$ cat src/rtl/frog_scene_renderer.sv
// Frogger pixel source: owns frog, car lanes, buttons and score, and turns the
// VGA driver's next_x/next_y into a registered RRRGGGBB colour.
module frog_scene_renderer #(
    parameter int SCREEN_W = 640,
    parameter int SCREEN_H = 480,
    parameter int CAR_W    = 64
) (
    input  logic       clock,
    input  logic       reset,
    input  logic [9:0] next_x,
    input  logic [9:0] next_y,
    input  logic [3:0] btn_n,
    output logic [7:0] color_in,
    output logic [7:0] score,
    output logic       frame_tick
);

    localparam logic [7:0] YELLOW = 8'b11111100;
    localparam logic [7:0] RED    = 8'b11100000;
    localparam logic [7:0] GREEN  = 8'b00011100;
    localparam logic [7:0] GREY   = 8'b01001001;

    localparam logic [4:0] START_X = 5'd10;
    localparam logic [3:0] START_Y = 4'd14;
    localparam logic [4:0] MAX_X   = 5'd19;
    localparam logic [3:0] MAX_Y   = 4'd14;

    localparam logic [3:0] LANE_ROW [4] = '{4'd3, 4'd6, 4'd9, 4'd12};
    localparam logic [9:0] LANE_X0  [4] = '{10'd0, 10'd160, 10'd320, 10'd480};
    localparam logic [9:0] LANE_SPD [4] = '{10'd1, 10'd2, 10'd3, 10'd4};

    // (px - cx) mod SCREEN_W < CAR_W, so a car straddling the right edge
    // also covers the leftmost columns.
    function automatic logic in_car(input logic [9:0] px, input logic [9:0] cx);
        logic signed [10:0] diff;
        diff = $signed({1'b0, px}) - $signed({1'b0, cx});
        if (diff < 11'sd0) begin
            diff = diff + $signed(11'(SCREEN_W));
        end
        return diff < $signed(11'(CAR_W));
    endfunction

    logic [3:0] sync_a;
    logic [3:0] sync_b;
    logic [3:0] sync_c;
    logic [3:0] fall;
    logic [3:0] pending;

    logic [4:0] fx;
    logic [3:0] fy;
    logic [4:0] fx_next;
    logic [3:0] fy_next;
    logic [7:0] score_next;
    logic [9:0] fx_px;
    logic       hit;

    logic [9:0]  car_x    [4];
    logic [9:0]  car_next [4];
    logic [10:0] car_sum  [4];

    logic       tick_now;
    logic [4:0] tile_row;
    logic [4:0] tile_col;
    logic [7:0] pixel;

    assign fall     = sync_c & ~sync_b;
    assign tick_now = (next_x == 10'd0) && (next_y == 10'(SCREEN_H));
    assign fx_px    = {fx, 5'd0};
    assign tile_row = next_y[9:5];
    assign tile_col = next_x[9:5];

    always_comb begin
        for (int i = 0; i < 4; i++) begin
            car_sum[i] = {1'b0, car_x[i]} + {1'b0, LANE_SPD[i]};
            if (car_sum[i] >= 11'(SCREEN_W)) begin
                car_next[i] = 10'(car_sum[i] - 11'(SCREEN_W));
            end else begin
                car_next[i] = car_sum[i][9:0];
            end
        end
    end

    // Hit beats goal beats move; all decisions use pre-tick register values.
    always_comb begin
        hit        = 1'b0;
        fx_next    = fx;
        fy_next    = fy;
        score_next = score;
        for (int i = 0; i < 4; i++) begin
            if (fy == LANE_ROW[i] &&
                (in_car(fx_px, car_x[i]) || in_car(fx_px + 10'd31, car_x[i]))) begin
                hit = 1'b1;
            end
        end
        if (hit) begin
            fx_next = START_X;
            fy_next = START_Y;
        end else if (fy == 4'd0) begin
            if (score != 8'hFF) begin
                score_next = score + 8'd1;
            end
            fx_next = START_X;
            fy_next = START_Y;
        end else if (pending[3]) begin
            fy_next = fy - 4'd1;
        end else if (pending[2]) begin
            if (fy != MAX_Y) fy_next = fy + 4'd1;
        end else if (pending[1]) begin
            if (fx != 5'd0) fx_next = fx - 5'd1;
        end else if (pending[0]) begin
            if (fx != MAX_X) fx_next = fx + 5'd1;
        end
    end

    always_comb begin
        pixel = 8'h00;
        if (next_x < 10'(SCREEN_W) && next_y < 10'(SCREEN_H)) begin
            pixel = (tile_row == 5'd0 || tile_row == 5'd14) ? GREEN : GREY;
            for (int i = 0; i < 4; i++) begin
                if (tile_row == {1'b0, LANE_ROW[i]} && in_car(next_x, car_x[i])) begin
                    pixel = RED;
                end
            end
            if (tile_col == fx && tile_row == {1'b0, fy}) begin
                pixel = YELLOW;
            end
        end
    end

    // Game state moves only in the frame_tick cycle, which falls in vertical
    // blanking; an edge seen in that same cycle survives into the next frame.
    always_ff @(posedge clock or negedge reset) begin
        if (!reset) begin
            sync_a     <= 4'hF;
            sync_b     <= 4'hF;
            sync_c     <= 4'hF;
            pending    <= 4'h0;
            frame_tick <= 1'b0;
            color_in   <= 8'h00;
            score      <= 8'h00;
            fx         <= START_X;
            fy         <= START_Y;
            for (int i = 0; i < 4; i++) begin
                car_x[i] <= LANE_X0[i];
            end
        end else begin
            sync_a     <= btn_n;
            sync_b     <= sync_a;
            sync_c     <= sync_b;
            frame_tick <= tick_now;
            color_in   <= pixel;
            if (frame_tick) begin
                pending <= fall;
                fx      <= fx_next;
                fy      <= fy_next;
                score   <= score_next;
                for (int i = 0; i < 4; i++) begin
                    car_x[i] <= car_next[i];
                end
            end else begin
                pending <= pending | fall;
            end
        end
    end

endmodule

$ cat config.mk
export PLATFORM = sky130hd
export DESIGN_NAME = frog_scene_renderer
export DESIGN_NICKNAME = d
export VERILOG_FILES = /design/src/rtl/frog_scene_renderer.sv
export SDC_FILE = /design/constraint.sdc
export NUM_CORES = 1
export LEC_CHECK = 0
export CORE_MARGIN = 4
export CORE_UTILIZATION = 34
export CTS_CLUSTER_DIAMETER = 150
export CTS_CLUSTER_SIZE = 12
export DETAILED_ROUTE_END_ITERATION = 10
export GPL_ROUTABILITY_DRIVEN = 1
export SETUP_SLACK_MARGIN = 0.15
export SKIP_CTS_REPAIR_TIMING = 1
export SLEW_MARGIN = 20
export SYNTH_ARGS = -nofsm -noshare
export SYNTH_HDL_FRONTEND = slang
export SYNTH_SLANG_ARGS = --single-unit
$ cat constraint.sdc
create_clock -name clock -period 8.85 [get_ports clock]
set_input_delay 2.2125 -clock clock [delete_from_list [all_inputs] [get_ports clock]]
set_output_delay 2.2125 -clock clock [all_outputs]
set_load 0.1 [all_outputs]
==> metrics.md, run 1 <==
| Metric | Value |
|---|---|
| Vias in the first global route | `6723` |
| Capture point of the worst reg-to-reg path | `fx[3]` |
| Slew Limit Fails | `0` |
| Iter 0 DRT Violations | `between 300 and 400` |
| WL per Instance | `15.6 um` |
| RSZ-0062 raised after global routing | `no` |
| Share of layout cells above drive strength 1 | `under 10%` |
| CTS Buf Count | `9` |
| Period utilisation layout | `around two thirds` |
| Yosys warns | `0` |
| DRT Pass-1 Iters | `5` |
| Number of flops mapped to enable cells by yosys | `0` |
| Rows | `between 50 and 60` |
| Share of the synthesized area in the top cell type | `around 16%` |
| Register-to-register setup slack | `between 4 and 5 ns` |
| Asr flop ratio synth | `100%` |
| Synth cell count leaders | `ha_1, inv_1, xnor2_1, nand2_1, nor2_1` |
| Post-route DRC | `0` |
| Multi-input gate area | `~5700 sq um` |
| Core Box Area | `between 20000 and 25000 sq um` |
| Critical path required time | `about 9.1 ns` |
| Register area | `1930 sq um` |
| End of the worst hold path | `sync_b[1]` |
| Nets | `about 1100` |
| DR vias | `7035` |
| Gr usage total | `between 10% and 20%` |
| Largest net degree at the start of global routing | `46` |
| Non-Filler Cell Area, Final | `between 9000 and 10000 sq um` |
| Leakage | `0.00365 uW` |
| Clk buf depth | `2` |
| Hold path startpoint | `sync_a[1]` |
| Cell family with the largest share of critical-path delay | `compound AO/OA/AOI/OAI gates` |
| Worst hold stages | `0` |
| Slew margin rel. | `around a third` |
| Syn Std Cell Area | `8120 sq um` |
| Worst path cell trace | `clkdlybuf4s50_1, ha_1, a21o_1, a31oi_1, o21ai_0, a21oi_1, inv_1, a21oi_1, xnor2_1, ha_1, nor4_1, o21ai_0, o32ai_1, a2111oi_0, and3_1, nor3b_1` |
| Slowest CP cell | `clkdlybuf4s50_1` |
| FF-to-FF path depth | `13` |
| Final wirelength | `20300 um` |
| Fmax | `0.172 GHz` |
| Post-synthesis instance total | `just under 1000` |
| PwrDens | `between 90 and 100 nW/um^2` |
| Clock Pin Slew Worst Setup and Hold Paths | `0.07 ns` |
| VDD IR-drop max | `0.0827 mV` |
| H-tree lvl count | `3` |
| CP endpoint kind | `flop` |
| GRT overflow | `0` |
| Status | `finished, final reports clean` |
| Initial Util | `34.6%` |
| CTS tree | `yes` |
| CTS Root Buffer Type | `clkbuf_16` |
| Max cap viols | `0` |
| Crit path largest cell delay | `roughly 0.66 ns` |
| Synth top area cells | `dfrtp_1, ha_1, xnor2_1` |
| Sequential power share | `between 40% and 50%` |
| Die W | `~160 um` |
| Worst Path Buf+Inv | `2` |
| Die area | `about 26000 sq um` |
| Clock power frac | `a little under half` |
| Power Internal | `around 630 uW` |
| Worst slew pin tran | `0.974 ns` |
| Global-route wire length before repair | `between 30000 and 40000 um` |
| #FFs+latches synth | `76` |
| Area leader, netlist | `dfrtp_1` |
| Crit path kind | `primary input to flop` |
| Via density | `around 5.4` |
| Most numerous cell in the Yosys netlist | `ha_1` |
| Clock sink total | `between 70 and 80` |
| DRT antenna net count | `0` |
| Initial antenna violation count | `0` |
| Met3 GRT Util | `~2.5%` |
| Ports | `43` |
| Grt met1 use | `a little over a fifth` |
| Crit-path max FO | `5` |
| Critical path launch point type | `primary input` |
| GR Layer Usage met2 | `between 20% and 30%` |
| Cell variety after synth | `89` |
| RD Place Congestion | `between 0.8 and 0.9` |
| Final min period | `5.82 ns` |
| Area Overhead vs Synth | `11.7%` |
| Die height | `163 um` |
| Syn nets | `~1100` |
| Area post-placement | `a little under 9000 sq um` |
| Global route hottest layer | `met2` |
| Setup-failing EPs final | `0` |
| Hold WC Path Type | `flop to flop` |
| I/O Buffers | `between 40 and 50` |
| Clock Skews | `roughly 0.0093 ns` |
| Worst skew pair latency | `around 0.35 ns` |
| Final Hold Fails | `0` |
| Detailed placement HPWL | `15500 um` |
| RR Startpoint | `fx[0]` |
| Sequential area share after synthesis | `23.8%` |
| Fill cells | `roughly 2400` |
| Final TNS setup | `0 ns` |
| Switch Pwr | `around 250 uW` |
| Sw frac | `between 20% and 30%` |
| Combinational share of power | `about an eighth` |
| Diode count | `0` |
| Mean Syn Cell Area | `approximately 8.4 sq um` |
| Most used DFF post-synth | `dfrtp_1` |
| Worst path arrival time | `6.05 ns` |
## power by group through the flow
stage	clock [uW]	combinational (uW)	sequential (uW)
after floorplan	0	64.4	369
after global placement	0	113	361
after detailed placement	0	114	361
after CTS	416	115	355
after global routing	426	127	355
final	402	114	355
## layer usage
| layer | share of wire (%) | vias up | routed length, um |
|---|---|---|---|
| met2 | 45 | 132 | 9250 |
| met4 | 2.0 | 0 | 405 |
| met3 | 4.2 | 26 | 853 |
| met1 | 48 | 3331 | 9820 |
| li1 | - | 3546 | - |
| met5 | 0 | - | 0 |
## cell usage in the layout, fill, tap and decap left out, types with 5 or more instances in the layout
master and n:
a21oi_1 52, or3_1 12, or4_1 8, nand3_1 28, or2_2 9, mux2i_1 9
dfstp_2 25, nor3b_1 11, o21a_1 11, a31oi_1 15, xor2_1 28, and3b_1 5
o211ai_1 7, o32ai_1 6, xnor2_1 77, fa_1 6, nor2_1 64, clkbuf_16 9
o22ai_1 14, a22oi_1 6, o21ai_0 36, nand2b_1 10, nand4_1 16, and2_1 10
nor3_1 22, clkdlybuf4s50_1 40, a21o_1 23, inv_1 79, ha_1 92, and3_1 14
a2111o_1 5, nand2_1 64, dfrtp_1 51, a211oi_1 6, nor4_1 15
## how the worst max path moves through the flow
stage                        endpoint  slack (ns)  startpoint  cells after the start
final                     color_in[0]        3.03   next_x[2]                     16
after global routing      color_in[0]        2.60   next_x[2]                     16
after CTS                 color_in[0]        3.06   next_x[2]                     16
after detailed placement  color_in[0]        2.69   next_x[2]                     16
after global placement    color_in[0]        2.75   next_x[2]                     16
after floorplan           color_in[0]        3.74   next_x[2]                     15
## flip-flops by register name, indices dropped and copies added (netlist names)
signal,cells
sync_a,4
fy,4
score,8
sync_b,4
pending,4
frame_tick,1
sync_c,4
color_in,5
car_x,37
fx,5
## through the flow
| stage | power [uW] | hold slack (ns) | util (%) | std cells | setup WS (ns) |
|---|---|---|---|---|---|
| after global routing | 909 | 0.364 | 38.6 | 1305 | 2.60 |
| after floorplan | 434 | 0.345 | - | 968 | 3.74 |
| final | 871 | 0.357 | 38.6 | 1305 | 3.03 |
| after global placement | 474 | 0.346 | 37.3 | 1289 | 2.75 |
| after CTS | 886 | 0.358 | 38.6 | 1305 | 3.06 |
| after detailed placement | 475 | 0.347 | 37.3 | 1289 | 2.69 |
## layout make-up
cell class | instances | share of cell area (%)
Multi-Input combinational cell | 771 | 62.8
Sequential cell | 76 | 21.3
Timing Repair Buffer | 43 | 4.67
Tap cell | 319 | 4.40
Inverter | 80 | 3.31
Clock buffer | 9 | 2.49
Clock inverter | 7 | 0.966
## cells by family after synthesis
family                   Yosys count  share of synthesized area [%]
XOR/XNOR                         106                           11.5
flip-flops                        76                           23.8
AO/OA/AOI/OAI                    244                           20.9
other                              1                         0.0462
adder cells (fa/ha/maj)           98                           15.7
multiplexers                      10                           1.25
AND/OR/NAND/NOR                  312                           20.8
buffers and inverters            121                           6.03
Note: power is estimated with default switching activity, not from simulation.
==> inputs of run 2 (changes only) <==
clock period = 4.85 ns   (was 8.85 ns; I/O delays follow)
==> run 2 against run 1 <==
Against the previous run:
- sequential power increased by 82%
- largest power group unchanged
- routed wire length up 2.7%
- combinational power is 91% higher
- clock power is 84% higher
- first-iteration DRC count down 9.1%
==> metrics.md, run 2 (same netlist as run 1, synthesis figures left out) <==
| Metric | Value |
|---|---|
| Status | `finished, final reports clean` |
| CTS Buf Count | `9 (unchanged)` |
| Max reg flops | `37 (unchanged)` |
| Slowest CP cell | `clkdlybuf4s50_1` |
| Register-to-register setup slack | `0.68 ns (-3.72 ns)` |
| Hold WC Path Type | `flop to flop` |
| Sw frac | `28.4% (+0.22 points)` |
| Critical path required time | `5.13 ns (-3.95 ns)` |
| Area post-placement | `8870 sq um (+1.3%)` |
| Fmax | `0.226 GHz` |
| Most frequent cells in the layout | `ha_1, inv_1, xnor2_1, nand2_1, nor2_1` |
| Period utilisation layout | `roughly 91%` |
| Share of layout cells above drive strength 1 | `8.38% (+1.6 points)` |
| Setup-failing EPs final | `0 (unchanged)` |
| Diode count | `0 (unchanged)` |
| Power Internal | `1150 uW (+84%)` |
| Die area | `26400 sq um (unchanged)` |
| Worst Path Buf+Inv | `1 (-1)` |
| Final min period | `between 4 and 5 ns` |
| Worst slew pin tran | `0.981 ns (+0.00768 ns)` |
| Iter 0 DRT Violations | `359 (-9.1%)` |
| DRT Pass-1 Iters | `5 (unchanged)` |
| Worst hold stages | `0 (unchanged)` |
| Core Box Area | `23500 sq um (unchanged)` |
| FF-to-FF path depth | `13 (unchanged)` |
| Hold path startpoint | `sync_a[0]` |
| RD Place Congestion | `0.845 (+0.61%)` |
| Final Hold Fails | `0 (unchanged)` |
| Multi-input gate area | `5700 sq um (about the same)` |
| GRT overflow | `0 (unchanged)` |
| Ports | `43 (unchanged)` |
| Initial Util | `34.6% (unchanged)` |
| Crit path kind | `primary input to flop` |
| Worst skew pair latency | `0.36 ns (about the same)` |
| Capture point of the worst reg-to-reg path | `fx[1]` |
| WL per Instance | `15.8 um (+1.4%)` |
| DR vias | `7109 (+1.1%)` |
| Clock Skews | `0.00949 ns (+0.000221 ns)` |
| Register area | `1930 sq um (unchanged)` |
| I/O Buffers | `41 (unchanged)` |
| Post-route DRC | `0 (unchanged)` |
| Worst path cell trace | `clkdlybuf4s50_1, ha_1, a21o_1, a31oi_1, o21ai_1, a21oi_1, nor2b_1, nor2_1, xnor2_1, ha_1, nor2_1, o211ai_1, nor3b_1, o32ai_1, a2111oi_1, and3_1, nor3b_1` |
| Fill cells | `2366 (-0.38%)` |
| Cell family with the largest share of critical-path delay | `compound AO/OA/AOI/OAI gates` |
| VDD IR-drop max | `0.116 mV (+40%)` |
| Top reg by flops | `car_x` |
| Switch Pwr | `455 uW (+86%)` |
| Critical path launch point type | `primary input` |
| Clk buf depth | `2 (unchanged)` |
| Clock sink total | `76 (unchanged)` |
| Slew Limit Fails | `0 (unchanged)` |
| Detailed placement HPWL | `16200 um (+4.2%)` |
| Die height | `163 um (unchanged)` |
| PwrDens | `175 nW/um^2 (+82%)` |
| Crit-path max FO | `4 (-1)` |
| Most common cell after layout, fill and taps aside | `ha_1` |
| End of the worst hold path | `sync_b[0]` |
| Fin cells | `1321 (+1.2%)` |
| Slew margin rel. | `34.4% (-0.51 points)` |
| Clock power frac | `46.1% (about the same)` |
| Non-Filler Cell Area, Final | `9180 sq um (+1.3%)` |
| Gr usage total | `16.0% (+0.47 points)` |
| Global-route wire length before repair | `34100 um (+1.1%)` |
| Worst path arrival time | `4.70 ns (-1.35 ns)` |
| Clock Pin Slew Worst Setup and Hold Paths | `0.07 ns (about the same)` |
| CTS tree | `yes` |
| Max cap viols | `0 (unchanged)` |
| Sequential power share | `40.3% (-0.4 points)` |
| DRT antenna net count | `0 (unchanged)` |
| Area Overhead vs Synth | `13.1%` |
| H-tree lvl count | `3 (unchanged)` |
| Die W | `163 um (unchanged)` |
| Via density | `5.38 (-0.17%)` |
| CTS Root Buffer Type | `clkbuf_16` |
| Final wirelength | `20900 um (+2.7%)` |
| Largest net degree at the start of global routing | `51 (+11%)` |
| Leakage | `0.00373 uW (+2.3%)` |
| RSZ-0062 raised after global routing | `no` |
| Crit path largest cell delay | `0.64 ns (-0.02 ns)` |
| Combinational share of power | `13.6% (+0.5 points)` |
| Nets | `1121 (+1.4%)` |
| Initial antenna violation count | `1 (+1)` |
| Vias in the first global route | `6544 (-2.7%)` |
| CP endpoint kind | `flop` |
| Rows | `56 (unchanged)` |
| Placed cells | `1305 (+1.2%)` |
| Top flop regs | `car_x x37, score x8` |
| RR Startpoint | `car_x[37]` |
| WHS | `0.351 ns (-0.00615 ns)` |
==> run 2: routing by layer <==
layer  wire, um  global-route usage (%)
met1       9900                    22.3
met2       9550                    25.7
met3       1070                    2.40
met4        354                    4.92
met5          0                       0
==> run 2: final cells by class <==
cell class              count  share of cell area (%)
clock buffers               9                    2.45
flip-flops and latches     76                    21.0
multi-input cells         771                    62.0
well taps                 319                    4.35
inverters                  80                    3.27
clock inverters             7                   0.981
repair buffers             59                    5.89
==> run 2: worst max path at each step <==
stage	endpoint	startpoint	cells after the start
floorplan	color_in[0]	next_x[2]	15
global placement	color_in[0]	next_x[2]	15
detailed placement	color_in[0]	next_x[2]	16
CTS	color_in[0]	next_x[2]	16
global route	color_in[0]	next_x[5]	15
finish	color_in[0]	next_x[2]	17
==> run 2: stage by stage <==
step / utilization (%) / worst slack (ns) / TNS (ns) / total power (uW)
finish: 39.1 / 0.425 / 0 / 1610
global route: 39.1 / 0.108 / 0 / 1680
CTS: 39.1 / 0.325 / 0 / 1630
detailed placement: 37.8 / -0.0409 / -0.0409 / 877
global placement: 37.8 / 0.0876 / 0 / 875
floorplan: - / 0.739 / 0 / 791
==> run 2: power by group through the flow <==
| stage | combinational, uW | clock [uW] | sequential, uW |
|---|---|---|---|
| 2_1_floorplan | 118 | 0 | 674 |
| 4_1_cts | 219 | 761 | 647 |
| 3_5_place_dp | 218 | 0 | 659 |
| 3_3_place_gp | 216 | 0 | 659 |
| 5_1_grt | 243 | 789 | 648 |
| 6_report | 218 | 740 | 647 |
==> run 2: worst register-to-register path, delay by kind of cell (launching register included) <==
family	cells	cell delay, ns
DFF	1	0.45
AOI/OAI and AO/OA	6	1.76
buffers and inverters	1	0.11
and+or+nand+nor	3	0.91
adders and majority gates	2	0.72
xor gates and xnor gates	1	0.17
==> inputs of run 3 (changes only) <==
SLEW_MARGIN = not set   (was 20)
==> results of run 3 <==
Final layout, timing and power as in run 2 (identical DEF).
